==> config.mk <==
export PLATFORM = sky130hd
export DESIGN_NAME = multicycle_controller
export DESIGN_NICKNAME = d
export VERILOG_FILES = /design/src/rtl/riscv_ctrl_pkg.sv /design/src/rtl/alu_op_decoder.sv /design/src/rtl/multicycle_controller.sv
export SDC_FILE = /design/constraint.sdc
export NUM_CORES = 1
export LEC_CHECK = 0
export BUFFER_PORTS_ARGS = -buffer_cell sky130_fd_sc_hd__buf_2
export CORE_MARGIN = 2
export CORE_UTILIZATION = 36
export CTS_CLUSTER_SIZE = 12
export DETAILED_ROUTE_END_ITERATION = 7
export SLEW_MARGIN = 30
export SYNTH_ARGS = -nofsm -noshare
export SYNTH_HDL_FRONTEND = slang
export SYNTH_SLANG_ARGS = --single-unit
==> constraint.sdc <==
create_clock -name clk -period 4 [get_ports clk]
set_clock_uncertainty 0.1 [all_clocks]
set_input_delay 0.8 -clock clk [delete_from_list [all_inputs] [get_ports clk]]
set_output_delay 0.8 -clock clk [all_outputs]
set_load 0.01 [all_outputs]
==> src/rtl/riscv_ctrl_pkg.sv <==
// Shared definitions for the multi-cycle RV32 control path: FSM states, opcodes,
// ALU op codes (also used by the ALU) and immediate format selects.
package riscv_ctrl_pkg;

  localparam int OPC_W = 7;
  localparam int AOP_W = 4;

  typedef enum logic [3:0] {
    S_FETCH,
    S_DECODE,
    S_MEM_ADR,
    S_MEM_READ,
    S_MEM_WB,
    S_MEM_WRITE,
    S_EXEC_R,
    S_EXEC_I,
    S_ALU_WB,
    S_BRANCH,
    S_JAL,
    S_JALR,
    S_JALR_LINK,
    S_LUI,
    S_ILLEGAL
  } state_t;

  localparam logic [OPC_W-1:0] OP_LOAD   = 7'b0000011;
  localparam logic [OPC_W-1:0] OP_STORE  = 7'b0100011;
  localparam logic [OPC_W-1:0] OP_R      = 7'b0110011;
  localparam logic [OPC_W-1:0] OP_IMM    = 7'b0010011;
  localparam logic [OPC_W-1:0] OP_BRANCH = 7'b1100011;
  localparam logic [OPC_W-1:0] OP_JAL    = 7'b1101111;
  localparam logic [OPC_W-1:0] OP_JALR   = 7'b1100111;
  localparam logic [OPC_W-1:0] OP_LUI    = 7'b0110111;

  localparam logic [AOP_W-1:0] ALU_ADD = 4'b0000;
  localparam logic [AOP_W-1:0] ALU_SUB = 4'b0001;
  localparam logic [AOP_W-1:0] ALU_AND = 4'b0010;
  localparam logic [AOP_W-1:0] ALU_OR  = 4'b0011;
  localparam logic [AOP_W-1:0] ALU_SLT = 4'b0101;
  localparam logic [AOP_W-1:0] ALU_SLL = 4'b0110;

  localparam logic [2:0] IMM_I = 3'b000;
  localparam logic [2:0] IMM_S = 3'b001;
  localparam logic [2:0] IMM_B = 3'b010;
  localparam logic [2:0] IMM_J = 3'b011;
  localparam logic [2:0] IMM_U = 3'b100;

  // Immediate format follows the instruction class; anything else defaults to I.
  function automatic logic [2:0] imm_src_of(input logic [OPC_W-1:0] opcode);
    case (opcode)
      OP_STORE:  return IMM_S;
      OP_BRANCH: return IMM_B;
      OP_JAL:    return IMM_J;
      OP_LUI:    return IMM_U;
      default:   return IMM_I;
    endcase
  endfunction

endpackage

==> src/rtl/alu_op_decoder.sv <==
// Maps funct3/funct7_5 of R-type and I-type ALU instructions to an ALU op code
// and reports whether the funct combination is supported.
module alu_op_decoder
  import riscv_ctrl_pkg::*;
(
  input  logic [2:0]       funct3,
  input  logic             funct7_5,
  input  logic             is_rtype,
  input  logic             is_itype,
  output logic [AOP_W-1:0] alu_op,
  output logic             funct_legal
);

  // instr[30] only selects SUB for R-type; for I-type it is part of the immediate.
  always_comb begin
    alu_op      = ALU_ADD;
    funct_legal = 1'b1;
    if (is_rtype || is_itype) begin
      case (funct3)
        3'b000: alu_op = (is_rtype && funct7_5) ? ALU_SUB : ALU_ADD;
        3'b111: alu_op = ALU_AND;
        3'b110: alu_op = ALU_OR;
        3'b010: alu_op = ALU_SLT;
        3'b001: begin
          alu_op = ALU_SLL;
          if (is_rtype && funct7_5) funct_legal = 1'b0;
        end
        default: funct_legal = 1'b0;
      endcase
    end
  end

endmodule

==> src/rtl/multicycle_controller.sv <==
// Main control FSM of the multi-cycle RV32 datapath: sequences each instruction
// and drives datapath strobes, operand selects and the ALU op code.
module multicycle_controller
  import riscv_ctrl_pkg::*;
(
  input  logic             clk,
  input  logic             rst_n,
  input  logic [OPC_W-1:0] opcode,
  input  logic [2:0]       funct3,
  input  logic             funct7_5,
  input  logic             zero,
  output logic             pc_write,
  output logic             adr_src,
  output logic             mem_write,
  output logic             ir_write,
  output logic             reg_write,
  output logic [1:0]       result_src,
  output logic [1:0]       alu_src_a,
  output logic [1:0]       alu_src_b,
  output logic [AOP_W-1:0] alu_op,
  output logic [2:0]       imm_src,
  output logic             illegal,
  output logic             instr_done
);

  state_t           state_q, state_d;
  logic [AOP_W-1:0] dec_alu_op;
  logic             funct_legal;

  alu_op_decoder u_alu_op_decoder (
    .funct3      (funct3),
    .funct7_5    (funct7_5),
    .is_rtype    (opcode == OP_R),
    .is_itype    (opcode == OP_IMM),
    .alu_op      (dec_alu_op),
    .funct_legal (funct_legal)
  );

  always_ff @(posedge clk or negedge rst_n) begin
    if (!rst_n) state_q <= S_FETCH;
    else        state_q <= state_d;
  end

  always_comb begin
    state_d = S_FETCH;
    case (state_q)
      S_FETCH:  state_d = S_DECODE;
      S_DECODE: begin
        case (opcode)
          OP_LOAD, OP_STORE: state_d = (funct3 == 3'b010) ? S_MEM_ADR : S_ILLEGAL;
          OP_R:      state_d = funct_legal ? S_EXEC_R : S_ILLEGAL;
          OP_IMM:    state_d = funct_legal ? S_EXEC_I : S_ILLEGAL;
          OP_BRANCH: state_d = (funct3[2:1] == 2'b00) ? S_BRANCH : S_ILLEGAL;
          OP_JAL:    state_d = S_JAL;
          OP_JALR:   state_d = S_JALR;
          OP_LUI:    state_d = S_LUI;
          default:   state_d = S_ILLEGAL;
        endcase
      end
      S_MEM_ADR:  state_d = (opcode == OP_STORE) ? S_MEM_WRITE : S_MEM_READ;
      S_MEM_READ: state_d = S_MEM_WB;
      S_EXEC_R,
      S_EXEC_I,
      S_JAL:      state_d = S_ALU_WB;
      S_JALR:     state_d = S_JALR_LINK;
      default:    state_d = S_FETCH;
    endcase
  end

  // Outputs are held at zero while reset is asserted, even though state is FETCH.
  always_comb begin
    pc_write   = 1'b0;
    adr_src    = 1'b0;
    mem_write  = 1'b0;
    ir_write   = 1'b0;
    reg_write  = 1'b0;
    result_src = 2'b00;
    alu_src_a  = 2'b00;
    alu_src_b  = 2'b00;
    alu_op     = ALU_ADD;
    illegal    = 1'b0;
    instr_done = 1'b0;
    imm_src    = imm_src_of(opcode);
    if (rst_n) begin
      case (state_q)
        S_FETCH: begin
          ir_write = 1'b1; alu_src_b = 2'b10; result_src = 2'b10; pc_write = 1'b1;
        end
        S_DECODE:    begin alu_src_a = 2'b01; alu_src_b = 2'b01; end
        S_MEM_ADR:   begin alu_src_a = 2'b10; alu_src_b = 2'b01; end
        S_MEM_READ:  adr_src = 1'b1;
        S_MEM_WB:    begin result_src = 2'b01; reg_write = 1'b1; instr_done = 1'b1; end
        S_MEM_WRITE: begin adr_src = 1'b1; mem_write = 1'b1; instr_done = 1'b1; end
        S_EXEC_R:    begin alu_src_a = 2'b10; alu_op = dec_alu_op; end
        S_EXEC_I:    begin alu_src_a = 2'b10; alu_src_b = 2'b01; alu_op = dec_alu_op; end
        S_ALU_WB:    begin reg_write = 1'b1; instr_done = 1'b1; end
        S_BRANCH: begin
          alu_src_a  = 2'b10;
          alu_op     = ALU_SUB;
          pc_write   = funct3[0] ? ~zero : zero;
          instr_done = 1'b1;
        end
        S_JAL:       begin alu_src_a = 2'b01; alu_src_b = 2'b10; pc_write = 1'b1; end
        S_JALR: begin
          alu_src_a = 2'b10; alu_src_b = 2'b01; result_src = 2'b10; pc_write = 1'b1;
        end
        S_JALR_LINK: begin
          alu_src_a = 2'b01; alu_src_b = 2'b10; result_src = 2'b10;
          reg_write = 1'b1; instr_done = 1'b1;
        end
        S_LUI:       begin result_src = 2'b11; reg_write = 1'b1; instr_done = 1'b1; end
        S_ILLEGAL:   begin illegal = 1'b1; instr_done = 1'b1; end
        default: ;
      endcase
    end
  end

endmodule

[Word level (Yosys, flattened, before mapping)]
Index checks and enable logic that the tools add are counted.
Storage, ports and cells
  register bits: 4
  input bits: 14
  output and inout port bits: 20
  word-level logic and storage cells: 83
Operators by class
  equal/unequal tests: 26
  multiplexer cells: 37
  bitwise gates (word level): 1
  reductions and logical operators: 18
Operators by type and width (number)
  4-bit == test, second input constant: 7
  4-bit one-hot mux with 7 select lines: 1
  4-bit one-hot mux with 6 select lines: 1
  7-bit by 6-bit == test with 1-bit output, second input constant: 3
  7-bit == test, second input constant: 3
  4-bit two-way mux: 5
  4-bit one-hot mux with 5 select lines: 1
  1-bit two-way mux: 17
  4-bit by 3-bit == test with 1-bit output, second input constant: 4
  3-bit OR reduction: 5
  3-bit one-hot mux with 4 select lines: 1
  4-bit OR reduction: 3
  4-bit by 2-bit == test with 1-bit output, second input constant: 2
  2-bit one-hot mux with 2 select lines: 2
  4-bit one-hot mux with 2 select lines: 1
  7-bit by 2-bit == test with 1-bit output, second input constant: 1
  7-bit by 5-bit == test with 1-bit output, second input constant: 1
  7-bit OR reduction: 1
  3-bit == test, second input constant: 2
  2-bit two-way mux: 3
  3-bit two-way mux: 2
  2-bit one-hot mux with 3 select lines: 1
  2-bit OR reduction: 3
  5-bit OR reduction: 1
  10 further kinds: 11

[Longest topological paths before layout]
Gate-level depths: netlist (run 1).
  depth in word-level cells: 8
  depth in mapped cells: 6
  gate-level depth less buffers: 5

[Cells and area by module]
A second synthesis (run 1) with hierarchy kept.
Unflattened totals
  cells, all modules: 126
  area, all modules: 872.1 µm²
By module, submodules not included
  multicycle_controller: instances 1, cells each 112, area each 782.0 µm², seq. area each 100.1 µm²
  alu_op_decoder: instances 1, cells each 14, area each 90.1 µm², seq. area each 0.0 µm²

[Worst setup path before layout (run 1)]
No wires, ideal clock.
  path kind: input to output
  start point: in opcode[2]
  end point: out alu_op[2]
  data arrival time: 1858 ps
  required time: 3100 ps
  path slack: 1242 ps
  cell stages on the path: 5
  buffers on the path: 1
  cell sequence: buf_2 nor3_1 and3_1 nand3_1 nor3_1
On the way
  longest elaborated chain between the ends: 5
  elaborated cells on any way between the ends: 6
Ends and longest elaborated chain
  start: declaration: RTL line multicycle_controller.sv:8  | input logic [OPC_W-1:0] opcode,
  7-bit by 6-bit == test with 1-bit output / 7-bit by 5-bit == test with 1-bit output (equally long branches): RTL line multicycle_controller.sv:33, multicycle_controller.sv:34
  1-bit logical OR (*): RTL line alu_op_decoder.sv:18  | if (is_rtype || is_itype) begin
  4-bit two-way mux (*): RTL line alu_op_decoder.sv:18
  4-bit one-hot mux with 2 select lines (*): RTL line multicycle_controller.sv:85  | case (state_q)
  4-bit two-way mux (*): RTL line multicycle_controller.sv:84  | if (rst_n) begin
  end: declaration: RTL line multicycle_controller.sv:20  | output logic [AOP_W-1:0] alu_op,
Every way passes the cells marked *; elsewhere a longest branch is shown, timed or not.

[Final worst setup path (run 1)]
  start point: in opcode[4]
  end point: out alu_op[0]
On the way
  longest elaborated chain between the ends: 7
  elaborated cells on any way between the ends: 9
Ends and longest elaborated chain
  7-bit by 6-bit == test with 1-bit output: RTL line multicycle_controller.sv:33  | .is_rtype (opcode == OP_R),
  1-bit logical AND: RTL line alu_op_decoder.sv:20  | 3'b000: alu_op = (is_rtype && funct7_5) ? ALU_SUB : ALU_ADD;
  1-bit two-way mux: RTL line alu_op_decoder.sv:20
  4-bit one-hot mux with 5 select lines: RTL line alu_op_decoder.sv:19  | case (funct3)
  4-bit two-way mux (*): RTL line alu_op_decoder.sv:18
  4-bit one-hot mux with 2 select lines (*): RTL line multicycle_controller.sv:85
  4-bit two-way mux (*): RTL line multicycle_controller.sv:84
Marked as above.

==> impl_metrics.py, run 1 <==
metrics = {
    "status": {
        "status": "completed",
    },
    "cts": {
        "clock_latency_ns": 0.24,
        "cts_resized": 0,
        "clockRootBuffer": "clkbuf_4",
        "cts_buffers": 3,
        "path_clk_slew_ns": 0.04,
        "cts_hold_buf": 0,
        "htree_levels": 1,
        "clk_path_buf_depth": 2,
        "cts_sinks": 4,
        "cts_setup_buffers": 0,
        "cts_tree": "yes",
    },
    "detailed_routing": {
        "drt_iter0_markers": 27,
        "drc": 0,
        "via_count": 933,
        "wire_per_inst_um": 12.1,
        "vias_per_cell": 5.36,
        "antenna_left": 0,
        "drtPass1Iterations": 4,
        "drt-total-wl_mm": 2.10,
    },
    "floorplan": {
        "start_util": 0.372,
        "fp.dieW_um": 51.1,
        "core.rowCount": 17,
        "core_mm2": 0.00215,
        "die_h_um": 51.1,
        "ios": 34,
        "die-area_mm2": 0.00261,
    },
    "sta": {
        "fin_tns_setup_ns": 0,
        "worst_pin_slew_ns": 0.553,
        "rsz0062_at_grt": "false",
        "max_freq_mhz": 331,
        "period_minus_slack_ns": 3.02,
        "period_share": 0.754,
        "whs_ns": 0.318,
        "fin_ws_ns": 0.982,
        "setup_viol": 0,
        "hold_violations": 0,
        "slew_violations": 0,
        "relSlewSlack": 0.631,
    },
    "worst_setup_path": {
        "arrival_ns": 2.12,
        "rr_endpoint": "state_q[3]",
        "setup.worst_path.start": "opcode[4]",
        "reg2reg_from": "state_q[1]",
        "crit_path_end_kind": "output pin",
        "r2r_slack_ns": 2.37,
        "critPathMaxFanout": 8,
        "r2r.worst_path.cells": 4,
        "worstSetupStartpointType": "input pin",
        "required_ns": 3.10,
        "crit_type": "in -> out",
    },
    "global_routing": {
        "grt_pass1_wl_mm": 3.47,
        "gr-total-overflow": 0,
        "grt_max_degree": 20,
        "antenna_found_initial": 0,
        "grt_pass1_vias": 824,
        "grt_usage": 0.171,
    },
    "power": {
        "leakagePower_nw": 0.458,
        "p_per_area_mw_per_mm2": 475,
        "ir_drop_mv": 0.190,
    },
    "yosys": {
        "synthFlopType": "dfrtp_1",
        "yosysTopAreaCellShare": 0.125,
        "synth-edff-count": 0,
        "avgSynthCellArea_um2": 6.49,
        "yosysWarningCount": 0,
        "synthArstFlopShare": 1.00,
        "ys_ff_latch": 4,
        "synth_top_area_cell": "dfrtp_1",
        "synth_seq_area_share": 0.125,
        "synth_most_common_cell": "nand2_1",
        "ys_types": 42,
        "synthesis.nets": 137,
        "synth_area_leaders": "dfrtp_1 (13%), nor2b_1 (9.4%), nand2_1 (7.1%)",
        "synthTopCellsByCount": "nand2_1 (15), nor2_1 (12), nor2b_1 (12), a21oi_1 (11), clkbuf_1 (6)",
        "syn_inst": 123,
        "synth_area_um2": 798,
    },
    "cells_and_area": {
        "design_area_um2": 956,
        "top_regs": "state_q (4)",
        "nNetsFinal": 162,
        "final_util": 0.445,
        "antenna_cells": 0,
        "layout-drive-gt1-share": 0.247,
        "regMostFlops": "state_q",
        "syn_to_final_growth_pct": 19.7,
        "largest_reg_flops": 4,
    },
    "hold_path": {
        "worstHoldPathType": "in -> async",
    },
    "placement": {
        "placed_area_um2": 933,
        "portBuffers": 32,
        "place_ws_ns": 1.00,
        "dp_hpwl_mm": 1.56,
        "gp_congestion": 0.887,
    },
    "job": {
        "cap_violations": 0,
    },
}
==> placed cells by master (no fill, tap or decap), types with 2 or more instances in the layout <==
| cell | n |
|---|---|
| o21ai_0 | 4 |
| or3_1 | 2 |
| and3_1 | 4 |
| nand2b_1 | 4 |
| nand3_1 | 4 |
| nor2b_1 | 12 |
| dfrtp_1 | 4 |
| mux2i_1 | 3 |
| buf_2 | 32 |
| clkbuf_4 | 3 |
| a21oi_1 | 11 |
| xor2_1 | 4 |
| nor2_1 | 12 |
| xnor2_1 | 2 |
| and2_1 | 2 |
| a21boi_0 | 2 |
| a31oi_1 | 3 |
| nor3_1 | 4 |
| nand2_1 | 15 |
==> worst max-delay path: stages <==
cell and delay [ns]:
buf_2 0.15, nor2b_1 0.40, and3_1 0.24, a31oi_1 0.09, o21ai_0 0.17, and2_1 0.14, buf_2 0.12
==> how the worst max path moves through the flow <==
stage / to / slack [ns] / cells past startpoint
finish: alu_op[0] / 0.98 / 7
detailed placement: alu_op[0] / 1.00 / 7
global route: alu_op[0] / 0.83 / 7
global placement: alu_op[0] / 1.10 / 7
floorplan: alu_op[2] / 1.24 / 5
CTS: alu_op[0] / 0.99 / 7
==> stage by stage <==
stage,std cells,power [mW]
after floorplan,123,0.326
after global placement,171,0.400
after detailed placement,171,0.402
after CTS,174,0.454
after global routing,174,0.497
final,174,0.454
==> per-layer routing <==
layer / global-route usage / up-vias / wire [um]
li1: - / 479 / -
met1: 0.223 / 424 / 989
met2: 0.286 / 27 / 974
met3: 0.0175 / 3 / 114
met4: 0.0676 / 0 / 25
met5: 0 / - / 0
==> layout make-up <==
type / count / area [um^2]
clock buffers: 3 / 22.5
fillers: 247 / 1190
inverters: 1 / 3.75
multi-input cells: 106 / 634
flip-flops and latches: 4 / 100
well taps: 28 / 35.0
repair buffers: 32 / 160
==> where the power goes <==
part / switching [mW] / internal, mW / leakage (nW) / total, mW
logic: 0.143 / 0.134 / 0.393 / 0.277
registers: 0.0679 / 0.0566 / 0.0514 / 0.124
clock network: 0.0187 / 0.0337 / 0.0138 / 0.0524
total: 0.230 / 0.224 / 0.458 / 0.454
==> cells by family (layout without fill, tap and decap cells) <==
group	after synthesis	after routing	synth area share
AND/OR/NAND/NOR	67	67	0.444
other	1	1	0.00470
flip-flops	4	4	0.125
AO/OA/AOI/OAI	29	29	0.243
multiplexers	3	3	0.0376
buffers and inverters	13	36	0.0799
XOR/XNOR	6	6	0.0658
Note: power is estimated with default switching activity, not from simulation.
==> inputs of run 2 (changes only) <==
==> constraint.sdc (replaced) <==
create_clock -name clk -period 3.07 [get_ports clk]
set_clock_uncertainty 0.1 [all_clocks]
set_input_delay 0.614 -clock clk [delete_from_list [all_inputs] [get_ports clk]]
set_output_delay 0.614 -clock clk [all_outputs]
set_load 0.01 [all_outputs]
==> run 2 against run 1 <==
  * Wire length increased by 4.5%
  * Via count increased by 4.2%
  * Critical path depth unchanged
  * Count of clock-buffer cells in the layout unchanged
  * Sequential power increased by 17%
==> impl_metrics.py, run 2 (synthesis results as in run 1) <==
metrics = {
    "sta": {
        "whs_ns": 0.129,
        "slew_violations": 0,
        "rsz0062_at_grt": "false",
        "period_minus_slack_ns": 2.58,
        "setup_viol": 0,
        "max_freq_mhz": 388,
        "fin_ws_ns": 0.494,
        "relSlewSlack": 0.664,
        "period_share": 0.839,
        "worst_pin_slew_ns": 0.504,
        "fin_tns_setup_ns": 0,
        "hold_violations": 0,
    },
    "cts": {
        "clockRootBuffer": "clkbuf_4",
        "path_clk_slew_ns": 0.04,
        "clk_path_buf_depth": 2,
        "cts_hold_buf": 0,
        "cts_sinks": 4,
        "cts_setup_buffers": 0,
        "cts_tree": "yes",
        "clock_latency_ns": 0.24,
        "htree_levels": 1,
        "cts_resized": 0,
        "cts_buffers": 3,
    },
    "cells_and_area": {
        "antenna_cells": 0,
        "top_regs": "state_q (4)",
        "regMostFlops": "state_q",
        "design_area_um2": 963,
        "largest_reg_flops": 4,
        "syn_to_final_growth_pct": 20.7,
        "layout-drive-gt1-share": 0.252,
        "nNetsFinal": 163,
        "final_cell_mix": "buf_2 (32), nand2_1 (15), nor2b_1 (12), nor2_1 (12), a21oi_1 (11)",
        "final_common_cell": "buf_2",
        "fillCellCount": 234,
    },
    "worst_setup_path": {
        "critPathMaxFanout": 8,
        "worstSetupStartpointType": "input pin",
        "slowest_delay_ns": 0.37,
        "crit_path_end_kind": "output pin",
        "crit_family": "simple AND/OR/NAND/NOR gates",
        "required_ns": 2.36,
        "crit_slowest_cell": "nor2b_1",
        "arrival_ns": 1.86,
        "crit_buf_inv": 2,
        "path_cells": "buf_2 -> nor2b_1 -> and3_1 -> a31oi_1 -> o21ai_0 -> and2_1 -> buf_2",
        "crit_type": "in -> out",
        "path_common_cell": "buf_2",
    },
    "detailed_routing": {
        "drt_iter0_markers": 23,
        "via_count": 972,
        "wire_per_inst_um": 12.6,
        "drt-total-wl_mm": 2.20,
        "drc": 0,
        "vias_per_cell": 5.55,
        "antenna_left": 0,
        "drtPass1Iterations": 4,
    },
    "power": {
        "p_per_area_mw_per_mm2": 621,
        "ir_drop_mv": 0.278,
        "sw_frac_of_total": 0.503,
        "leakagePower_nw": 0.463,
        "power_frac_comb": 0.644,
        "seq_power_share": 0.243,
        "p_sw_mw": 0.301,
        "intPower_mw": 0.297,
        "clkPwrFrac": 0.114,
        "finalPower_mw": 0.599,
    },
    "placement": {
        "placed_area_um2": 941,
        "place_ws_ns": 0.513,
        "gp_congestion": 0.909,
        "dp_hpwl_mm": 1.60,
        "portBuffers": 32,
    },
    "global_routing": {
        "grt_usage": 0.179,
        "grt_pass1_wl_mm": 3.59,
        "gr-total-overflow": 0,
        "grt_max_degree": 19,
        "grt_pass1_vias": 834,
        "antenna_found_initial": 0,
    },
    "floorplan": {
        "die-area_mm2": 0.00261,
        "core_mm2": 0.00215,
        "fp.dieW_um": 51.1,
        "ios": 34,
        "core.rowCount": 17,
        "die_h_um": 51.1,
        "start_util": 0.372,
    },
    "status": {
        "status": "completed",
    },
    "job": {
        "cap_violations": 0,
    },
    "hold_path": {
        "worstHoldPathType": "in -> async",
    },
}
## run 2: changes by cell type in the layout (fill, tap and decap cells not counted), sizes merged
| cell | previous run | this run |
|---|---|---|
| buf | 32 | 33 |
## run 2: layer usage
layer,part of all wire,vias up,wire [um],track usage
met3,0.061,4,135,0.0175
met1,0.46,450,1010,0.235
met2,0.46,36,1020,0.288
met5,0,-,0,0
met4,0.015,0,32,0.0901
li1,-,482,-,-
## run 2: final cells by class
type                    instances  area [um^2]  share of cell area
clock buffers                   3         22.5              0.0234
inverters                       1         3.75             0.00390
multi-input cells             106          634               0.658
flip-flops and latches          4          100               0.104
well taps                      28         35.0              0.0364
repair buffers                 33          168               0.174
## run 2: final timing paths
kind	start	end	slack, ns	cells after the start
setup / recovery	opcode[4]	alu_op[0]	0.49	7
min in group clk	state_q[1]	state_q[0]	0.59	2
max in group asynchronous	rst_n	state_q[3]	2.54	1
setup reg to reg	state_q[2]	state_q[3]	1.49	4
hold reg to reg	state_q[1]	state_q[0]	0.59	2
hold / removal	rst_n	state_q[0]	0.13	1
## run 2: power groups by stage
| stage | combinational (mW) | sequential, mW | clock, mW |
|---|---|---|---|
| 2_1_floorplan | 0.338 | 0.0871 | 0 |
| 3_3_place_gp | 0.384 | 0.143 | 0 |
| 3_5_place_dp | 0.387 | 0.144 | 0 |
| 4_1_cts | 0.388 | 0.143 | 0.0685 |
| 5_1_grt | 0.437 | 0.152 | 0.0709 |
| 6_report | 0.385 | 0.145 | 0.0681 |
## run 2: per-stage QoR
step,cells,utilization
global placement,172,0.438
floorplan,123,-
global route,175,0.448
finish,175,0.448
CTS,175,0.448
detailed placement,172,0.438
## run 2: worst register-to-register path: stages (launching register included)
cell	delay (ns)
dfrtp_1	0.65
nor2_1	0.17
nand2_1	0.14
a31oi_1	0.05
a221o_1	0.35
==> inputs of run 3 (changes only) <==
--- a/config.mk
+++ b/config.mk
@@ -10,6 +10,7 @@
 export CORE_UTILIZATION = 36
 export CTS_CLUSTER_SIZE = 12
 export DETAILED_ROUTE_END_ITERATION = 7
+export PLACE_DENSITY = 0.66
 export SLEW_MARGIN = 30
 export SYNTH_ARGS = -nofsm -noshare
 export SYNTH_HDL_FRONTEND = slang
==> constraint.sdc (replaced) <==
create_clock -name clk -period 2.2 [get_ports clk]
set_clock_uncertainty 0.1 [all_clocks]
set_input_delay 0.44 -clock clk [delete_from_list [all_inputs] [get_ports clk]]
set_output_delay 0.44 -clock clk [all_outputs]
set_load 0.01 [all_outputs]
==> run 3 against run 2 <==
  * Utilization is 4.3 points higher
  * Clock power is 34% higher
  * Wire length grew 7.8%
  * Largest cell class unchanged
  * Final cell count grew 5.7%
  * Critical path depth down 1
==> impl_metrics.py, run 3 (synthesis results as in run 1) <==
metrics = {
    "status": {
        "status": "completed",
    },
    "global_routing": {
        "gr-total-overflow": 0,
        "grt_pass1_wl_mm": 3.78,
        "grt_max_degree": 19,
        "antenna_found_initial": 0,
        "grt_usage": 0.183,
        "grt_pass1_vias": 930,
    },
    "worst_setup_path": {
        "arrival_ns": 1.58,
        "crit_slowest_cell": "dfrtp_2",
        "path_cells": "nor2b_2 -> nor2b_1 -> nand4_1 -> o21ai_0 -> and2_1 -> buf_2",
        "r2r_slack_ns": 0.72,
        "crit_buf_inv": 1,
        "crit_type": "reg -> out",
        "reg2reg_from": "state_q[0]",
        "crit_path_end_kind": "output pin",
        "required_ns": 1.66,
        "critPathMaxFanout": 10,
        "r2r.worst_path.cells": 5,
        "worstSetupStartpointType": "register",
        "rr_endpoint": "state_q[3]",
        "crit_family": "simple AND/OR/NAND/NOR gates",
        "slowest_delay_ns": 0.47,
    },
    "sta": {
        "worst_pin_slew_ns": 0.607,
        "fin_ws_ns": 0.0823,
        "slew_violations": 0,
        "period_minus_slack_ns": 2.12,
        "max_freq_mhz": 472,
        "hold_violations": 0,
        "fin_tns_setup_ns": 0,
        "period_share": 0.963,
        "whs_ns": 0.500,
        "setup_viol": 0,
        "relSlewSlack": 0.591,
    },
    "floorplan": {
        "start_util": 0.372,
        "fp.dieW_um": 51.1,
        "die_h_um": 51.1,
        "die-area_mm2": 0.00261,
        "core.rowCount": 17,
        "ios": 34,
        "core_mm2": 0.00215,
    },
    "cells_and_area": {
        "nNetsFinal": 173,
        "largest_reg_flops": 4,
        "fin_cells": 185,
        "syn_to_final_growth_pct": 32.3,
        "layout-drive-gt1-share": 0.331,
        "regMostFlops": "state_q",
        "final_common_cell": "buf_2",
        "final_cell_mix": "buf_2 (32), nand2_1 (15), nor2_1 (12)",
        "antenna_cells": 0,
        "design_area_mm2": 0.00106,
        "final_util": 0.492,
        "top_regs": "state_q (4)",
    },
    "detailed_routing": {
        "drtPass1Iterations": 4,
        "vias_per_cell": 5.59,
        "wire_per_inst_um": 12.8,
        "drt-total-wl_mm": 2.37,
        "antenna_left": 0,
        "drt_iter0_markers": 26,
        "drc": 0,
        "via_count": 1034,
    },
    "placement": {
        "dp_hpwl_mm": 1.74,
        "portBuffers": 32,
        "gp_congestion": 0.903,
        "place_ws_ns": 0.135,
        "placed_area_um2": 993,
        "placedCellCount": 179,
    },
    "hold_path": {
        "min_from": "state_q[0]",
        "worstHoldPathType": "reg -> reg",
        "hold-path-cell-count": 2,
        "min_to": "state_q[0]",
    },
    "cts": {
        "cts_sinks": 4,
        "htree_levels": 1,
        "clock_latency_ns": 0.23,
        "clk_path_buf_depth": 2,
        "path_clk_slew_ns": 0.04,
        "cts_tree": "yes",
        "cts_buffers": 3,
        "clockRootBuffer": "clkbuf_4",
    },
    "power": {
        "ir_drop_mv": 0.459,
        "p_per_area_mw_per_mm2": 883,
        "finalPower_mw": 0.933,
        "leakagePower_nw": 0.513,
    },
    "job": {
        "cap_violations": 0,
    },
}
[run 3: changes by cell type in the layout (fill, tap and decap cells not counted)]
cell           before  now
dfrtp_2             0    2
a21boi_0            2    1
dlygate4sd3_1       0    1
or3_4               0    1
nor2b_1            12    9
a21boi_1            0    1
buf_4               1   10
nor2b_2             0    3
dfrtp_1             4    2
or3_1               2    1
[run 3: worst max path at each step]
stage	from	endpoint	depth (start not counted)
after global routing	state_q[3]	alu_op[0]	6
after CTS	state_q[3]	alu_src_a[0]	6
after floorplan	opcode[2]	alu_op[2]	5
after detailed placement	opcode[4]	alu_op[0]	7
after global placement	opcode[4]	alu_op[0]	7
final	state_q[3]	alu_op[0]	6
[run 3: repair_timing]
item | in CTS | in global routing
gates resized for setup | 2 | 5
hold buffers | 1 | 0
setup buffers | 0 | 2
setup endpoints to repair | 2 | 6
endpoints found under the hold margin | 4 | 0
[run 3: layer usage]
| layer | up-vias | wire, um | global-route usage |
|---|---|---|---|
| met4 | 0 | 34 | 0.0856 |
| met5 | - | 0 | 0 |
| met3 | 4 | 86 | 0.0205 |
| met2 | 28 | 1220 | 0.327 |
| met1 | 498 | 1030 | 0.217 |
| li1 | 504 | - | - |
[run 3: report_power, final]
group	internal (mW)	switching [mW]	total (mW)
logic	0.317	0.366	0.683
registers	0.108	0.0505	0.158
clock network	0.0611	0.0303	0.0914
total	0.486	0.447	0.933
[run 3: worst register-to-register path, delay by kind of cell (launching register included)]
family | cells | cell delay [ns]
buffers and inverters | 1 | 0.20
DFF | 1 | 0.38
and+or+nand+nor | 2 | 0.29
AOI/OAI and AO/OA | 2 | 0.40
[run 3: area by class of cell]
| cell class | instances | area, um^2 |
|---|---|---|
| Sequential cell | 4 | 103 |
| Inverter | 1 | 3.75 |
| Fill cell | 213 | 1090 |
| Multi-Input combinational cell | 106 | 647 |
| Timing Repair Buffer | 43 | 245 |
| Tap cell | 28 | 35.0 |
| Clock buffer | 3 | 22.5 |
